### src/rtl/mmio_bus_controller.sv
// rtl/mmio_bus_controller.sv - single-outstanding load/store steering to DMEM or KEY/SW/HEX/LEDR registers
// Optional MMIO_KEY_STICKY_EN: KEY reads return press-edge sticky bits, cleared by the read.
module mmio_bus_controller #(
  parameter int               DBITS        = 32,
  parameter int               DMEMADDRBITS = 13,
  parameter int               DMEMWORDBITS = 2,
  parameter int               DMEMWORDS    = 2048,
  parameter logic [DBITS-1:0] ADDR_HEX     = 32'hF0000000,
  parameter logic [DBITS-1:0] ADDR_LEDR    = 32'hF0000004,
  parameter logic [DBITS-1:0] ADDR_KEY     = 32'hF0000010,
  parameter logic [DBITS-1:0] ADDR_SW      = 32'hF0000014
) (
  input  logic                                 clk,
  input  logic                                 reset,
  input  logic                                 req_valid,
  input  logic                                 req_we,
  input  logic [DBITS-1:0]                     req_addr,
  input  logic [DBITS-1:0]                     req_wdata,
  output logic                                 req_ready,
  output logic                                 rsp_valid,
  output logic [DBITS-1:0]                     rsp_rdata,
  output logic                                 rsp_err,
  output logic [DMEMADDRBITS-DMEMWORDBITS-1:0] dmem_addr,
  output logic                                 dmem_we,
  output logic [DBITS-1:0]                     dmem_wdata,
  input  logic [DBITS-1:0]                     dmem_rdata,
  input  logic [3:0]                           key_in,
  input  logic [9:0]                           sw_in,
  output logic [15:0]                          hex_out,
  output logic [9:0]                           ledr_out
);

  localparam int               WA         = DMEMADDRBITS - DMEMWORDBITS;
  localparam logic [DBITS-1:0] DMEM_LIMIT = DBITS'(DMEMWORDS) << DMEMWORDBITS;

  typedef enum logic [1:0] {S_IDLE, S_DMEM_ACC, S_DMEM_RSP, S_IO_RSP} state_t;

  state_t            r_state;
  logic [WA-1:0]     r_dmem_addr;
  logic              r_we;
  logic [DBITS-1:0]  r_wdata;
  logic [DBITS-1:0]  r_io_rdata;
  logic              r_io_err;
  logic [15:0]       r_hex;
  logic [9:0]        r_ledr;
  logic [3:0]        r_key_s1, r_key_s2;
  logic [9:0]        r_sw_s1, r_sw_s2;

  logic              w_accept, w_misalign, w_hit_dmem, w_is_dmem, w_is_io, w_rsp;
  logic              w_hit_hex, w_hit_ledr, w_hit_key, w_hit_sw;
  logic [3:0]        w_key_rd;
  logic [DBITS-1:0]  w_io_rdata;

  assign req_ready  = (r_state == S_IDLE) && !reset;
  assign w_accept   = req_valid && req_ready;
  assign w_misalign = req_addr[DMEMWORDBITS-1:0] != '0;
  assign w_hit_dmem = (req_addr[DBITS-1:DMEMADDRBITS] == '0) && (req_addr < DMEM_LIMIT);
  assign w_hit_hex  = req_addr == ADDR_HEX;
  assign w_hit_ledr = req_addr == ADDR_LEDR;
  assign w_hit_key  = req_addr == ADDR_KEY;
  assign w_hit_sw   = req_addr == ADDR_SW;
  assign w_is_dmem  = !w_misalign && w_hit_dmem;
  assign w_is_io    = !w_misalign && !w_hit_dmem && (w_hit_hex || w_hit_ledr || w_hit_key || w_hit_sw);

`ifdef MMIO_KEY_STICKY_EN
  logic [3:0] r_key_s3;
  logic [3:0] r_key_sticky;
  logic       w_key_clear;

  // A press edge in the same cycle as the clearing read survives the clear.
  assign w_key_clear = w_accept && !req_we && w_hit_key;
  assign w_key_rd    = r_key_sticky;

  always_ff @(posedge clk) begin
    if (reset) begin
      r_key_s3     <= 4'hF;
      r_key_sticky <= 4'h0;
    end else begin
      r_key_s3     <= r_key_s2;
      r_key_sticky <= (w_key_clear ? 4'h0 : r_key_sticky) | (r_key_s3 & ~r_key_s2);
    end
  end
`else
  assign w_key_rd = ~r_key_s2;
`endif

  always_comb begin
    w_io_rdata = '0;
    if (w_hit_hex)       w_io_rdata = {{(DBITS-16){1'b0}}, r_hex};
    else if (w_hit_ledr) w_io_rdata = {{(DBITS-10){1'b0}}, r_ledr};
    else if (w_hit_key)  w_io_rdata = {{(DBITS-4){1'b0}}, w_key_rd};
    else if (w_hit_sw)   w_io_rdata = {{(DBITS-10){1'b0}}, r_sw_s2};
  end

  always_ff @(posedge clk) begin
    if (reset) begin
      r_state     <= S_IDLE;
      r_dmem_addr <= '0;
      r_we        <= 1'b0;
      r_wdata     <= '0;
      r_io_rdata  <= '0;
      r_io_err    <= 1'b0;
      r_hex       <= '0;
      r_ledr      <= '0;
      r_key_s1    <= 4'hF;
      r_key_s2    <= 4'hF;
      r_sw_s1     <= '0;
      r_sw_s2     <= '0;
    end else begin
      r_key_s1 <= key_in;
      r_key_s2 <= r_key_s1;
      r_sw_s1  <= sw_in;
      r_sw_s2  <= r_sw_s1;
      case (r_state)
        S_IDLE: begin
          if (w_accept) begin
            r_we        <= req_we;
            r_wdata     <= req_wdata;
            r_dmem_addr <= req_addr[DMEMADDRBITS-1:DMEMWORDBITS];
            if (w_is_dmem) begin
              r_state <= S_DMEM_ACC;
            end else begin
              // IO and error requests both finish in IO_RSP; errors have no side effects.
              r_state    <= S_IO_RSP;
              r_io_err   <= !w_is_io;
              r_io_rdata <= (w_is_io && !req_we) ? w_io_rdata : '0;
              if (w_is_io && req_we && w_hit_hex)  r_hex  <= req_wdata[15:0];
              if (w_is_io && req_we && w_hit_ledr) r_ledr <= req_wdata[9:0];
            end
          end
        end
        S_DMEM_ACC: r_state <= r_we ? S_IDLE : S_DMEM_RSP;
        S_DMEM_RSP: r_state <= S_IDLE;
        S_IO_RSP:   r_state <= S_IDLE;
        default:    r_state <= S_IDLE;
      endcase
    end
  end

  assign w_rsp = !reset && ((r_state == S_DMEM_ACC && r_we) ||
                            r_state == S_DMEM_RSP || r_state == S_IO_RSP);

  assign rsp_valid  = w_rsp;
  assign rsp_rdata  = (w_rsp && r_state == S_DMEM_RSP) ? dmem_rdata :
                      (w_rsp && r_state == S_IO_RSP)   ? r_io_rdata : '0;
  assign rsp_err    = w_rsp && (r_state == S_IO_RSP) && r_io_err;
  assign dmem_addr  = r_dmem_addr;
  assign dmem_we    = !reset && (r_state == S_DMEM_ACC) && r_we;
  assign dmem_wdata = r_wdata;
  assign hex_out    = r_hex;
  assign ledr_out   = r_ledr;

endmodule

### config.mk
export PLATFORM = sky130hd
export DESIGN_NAME = mmio_bus_controller
export DESIGN_NICKNAME = d
export VERILOG_FILES = /design/src/rtl/mmio_bus_controller.sv
export SDC_FILE = /design/constraint.sdc
export NUM_CORES = 1
export LEC_CHECK = 0
export CORE_UTILIZATION = 41
export DETAILED_ROUTE_END_ITERATION = 12
export GPL_TIMING_DRIVEN = 0
export HOLD_SLACK_MARGIN = 0.08
export PLACE_DENSITY_LB_ADDON = 0.15
export REMOVE_ABC_BUFFERS = 1
export SLEW_MARGIN = 20
export SYNTH_ARGS = -nofsm -noshare
export SYNTH_HDL_FRONTEND = slang
export SYNTH_SLANG_ARGS = --single-unit
### constraint.sdc
create_clock -name clk -period 2.4 [get_ports clk]
set_clock_uncertainty 0.05 [all_clocks]
set_input_delay 0.36 -clock clk [delete_from_list [all_inputs] [get_ports clk]]
set_output_delay 0.36 -clock clk [all_outputs]
set_load 0.01 [all_outputs]
==> reports/qor.csv <==
stage,metric,value,unit
outcome,status,"finished, final reports clean",
worst_setup_path,CP endpoint kind,register,
sta,final setup vio count,0,
routing,Routed Antenna Nets,0,
layout,"non-filler cells, final",857,
synthesis,main combinational cell family by area after synthesis,simple AND/OR/NAND/NOR gates,
cts,clock latency on the worst-skew pair,0.49,ns
synthesis,cell with the most instances after synthesis,dfxtp_1,
synthesis,post-synthesis mux area share,6.57,%
sta,final hold violations,0,
worst_setup_path,FF-to-FF Start,r_state[1],
placed_design,routability cong.,0.738,
sta,Tcrit/Tclk final,96.0,%
die,I/O pin cnt,219,
worst_hold_path,Hold WC Path Type,primary input to register,
die,Initial Utilization,42.2,%
cts,Sink Count,117,
synthesis,ranking of synthesized cells by area,"dfxtp_1 (51%), mux2i_1 (6.6%), nand2b_1 (6.0%)",
worst_setup_path,Crit Path Class,register to register,
grt,wire length of the first global-routing pass,20500,um
sta,RSZ-0062 raised after global routing,true,
sta,Highest Clock Rate,434,MHz
die,cell row count,38,
sta,max-slew violations,0,
cts,Worst-path clk slew,0.05,ns
power,P_leak,3.13,nW
synthesis,YS warnings,0,
grt,initial antenna violation count,0,
synthesis,share of the synthesized area in the top cell type,51.2,%
routing,1st-iter DRT viols,152,
die,core area,10800,um2
sta,crit path time final,2.30,ns
synthesis,Post-synth top cells,"dfxtp_1 (117), nand2_1 (65), nand2b_1 (44), o21ai_0 (44), nor2_1 (31)",
synthesis,Post-synth EDFFs,0,
worst_setup_path,critical path required time,2.73,ns
layout,share of cells above drive strength 1,9.34,%
placed_design,Port Buffer Count,218,
synthesis,unique cell type count in the Yosys netlist,36,
worst_setup_path,nature of the critical path startpoint,register,
power,peak supply drop,415,uV
routing,Pre-antenna DRT Iters,7,
placed_design,Placed Cells,817,
die,die area,11600,um2
grt,largest net degree at the start of global routing,92,
cts,Inserted Clock Buffers,17,
flow_run,max cap viols,0,
power,combinational power share,11.8,%
routing,DR WL/cell,15.3,um
worst_setup_path,crit path max fanout,10,
synthesis,compound-gate portion of the synthesized area,14.0,%
cts,TritonCTS clock tree,yes,
sta,Rel. slew slack,37.6,%
synthesis,#FFs+latches synth,117,
die,Die Height,108,um
layout,Area Overhead vs Synth,65.5,%
power,Cell Pwr Density,677,nW/um2
synthesis,Post-Syn Area,4570,um2
worst_setup_path,worst setup path startpoint,r_state[1],
power,Sw Pwr,1.11,mW
power,Int Power,4.01,mW
synthesis,Synth Area in Simple Gates,24.8,%
placed_design,hpwl dp,9170,um
layout,antenna diode count,0,
layout,final net count,819,
grt,total gr overflow,0,
synthesis,register area share after synthesis,51.2,%
routing,Vias/cell,4.99,
layout,utilization after layout,69.8,%
power,Sw Ratio,21.7,%
worst_setup_path,CP Data Arrival Time,2.63,ns
grt,vias in the first global route,4108,
routing,number of remaining DRC errors,0,
cts,CTS H-Tree Depth,4,
synthesis,syn avg cell area,9.37,um2
cts,CTS root buffer,clkbuf_8,
power,Sequential Power Share,40.4,%
synthesis,Synth Area in XOR/XNOR,0,%
power,clock power share,47.8,%
synthesis,Post-Synth Adder-Cell Area,0,%
sta,Slew @ Worst Pin,0.936,ns
die,die width,108,um
routing,drt total wl,13100,um
synthesis,"FFs w/ async S/R, synth",0,%
power,Final Power,5.12,mW
synthesis,Yosys top cell by area,dfxtp_1,
synthesis,Post-Syn Instances,488,
routing,routed vias,4275,
cts,clock buffer depth,2,
grt,GRT Util Overall,23.3,%
worst_hold_path,min-delay src,reset,
synthesis,Most used DFF post-synth,dfxtp_1,
flip-flops by register name, indices dropped and copies added, names as in the netlist:
name / cells
dmem_addr: 11
r_key_s1: 4
r_state: 2
r_sw_s2: 10
r_we: 1
r_io_rdata: 16
r_io_err: 1
r_sw_s1: 10
dmem_wdata: 32
r_key_s2: 4
ledr_out: 10
hex_out: 16
kinds of logic (layout without fill, tap and decap cells):
family	count (synthesis)	in the layout
buffers and inverters	37	266
AO/OA/AOI/OAI	93	93
flip-flops	117	117
multiplexers	30	30
AND/OR/NAND/NOR	211	211
per-stage QoR:
step	TNS, ns	worst slack [ns]	cell area (um2)	hold slack (ns)
finish	0	0.0959	7570	0.181
detailed placement	-59.24	-1.15	6860	0.344
global route	-0.00713	-0.00490	7570	0.181
floorplan	-11.82	-0.239	4430	0.339
CTS	-0.424	-0.147	7510	0.160
global placement	-500.35	-4.95	6790	0.342
layer usage:
| layer | share of wire (%) | GRT usage, % | vias to the layer above |
|---|---|---|---|
| met4 | 2.7 | 10.8 | 0 |
| met1 | 39 | 25.0 | 1973 |
| li1 | - | - | 2114 |
| met3 | 7.5 | 7.26 | 27 |
| met5 | 0 | 0 | - |
| met2 | 51 | 41.4 | 161 |
cell type report:
cell class	count	area, um2
Multi-Input combinational cell	334	2110
Clock buffer	21	449
Fill cell	856	3270
Timing Repair Buffer	232	2330
Clock inverter	10	130
Inverter	3	23.8
Tap cell	140	175
Sequential cell	117	2350
cell usage in the layout (no fill, tap or decap), types with 7 or more instances in the layout:
| cell | n |
|---|---|
| nand2b_1 | 44 |
| clkbuf_16 | 16 |
| o221ai_1 | 10 |
| mux2i_1 | 30 |
| nor2b_1 | 20 |
| dlygate4sd2_1 | 26 |
| nand2_1 | 65 |
| or2_2 | 8 |
| o2bb2ai_1 | 10 |
| clkdlybuf4s50_1 | 182 |
| nor2_1 | 31 |
| a22o_1 | 22 |
| o21ai_0 | 44 |
| buf_6 | 7 |
| dfxtp_1 | 115 |
| and2_1 | 17 |
worst max-delay path: stages, from the launching register on:
cell and delay, ns:
dfxtp_4 0.36, or4b_4 0.62, a2111oi_0 0.40, and4_4 0.46, mux2i_1 0.24, nor2_1 0.05
power by group through the flow:
| stage | logic, mW | clock network [mW] | registers [mW] |
|---|---|---|---|
| finish | 0.604 | 2.45 | 2.07 |
| global route | 0.653 | 2.60 | 2.07 |
| CTS | 0.610 | 2.49 | 2.07 |
| detailed placement | 0.606 | 0 | 2.11 |
| global placement | 0.593 | 0 | 2.10 |
| floorplan | 0.153 | 0 | 2.13 |
repair_timing:
| item | 4_1_cts | 5_1_grt |
|---|---|---|
| endpoints found under the setup margin | 75 | 29 |
| pin swaps | 2 | 3 |
| gates resized for setup | 45 | 12 |
| endpoints found under the hold margin | 0 | 0 |
| hold buffers | 0 | 0 |
| buffers inserted | 6 | 3 |
final timing paths:
path         slack (ns)  cells past startpoint           to
max                 0.1                      5  ledr_out[6]
min                0.18                      2  ledr_out[2]
max reg2reg         0.1                      5  ledr_out[6]
min reg2reg        0.36                      1  r_key_s2[3]
Power figures use the tool's default switching activity.
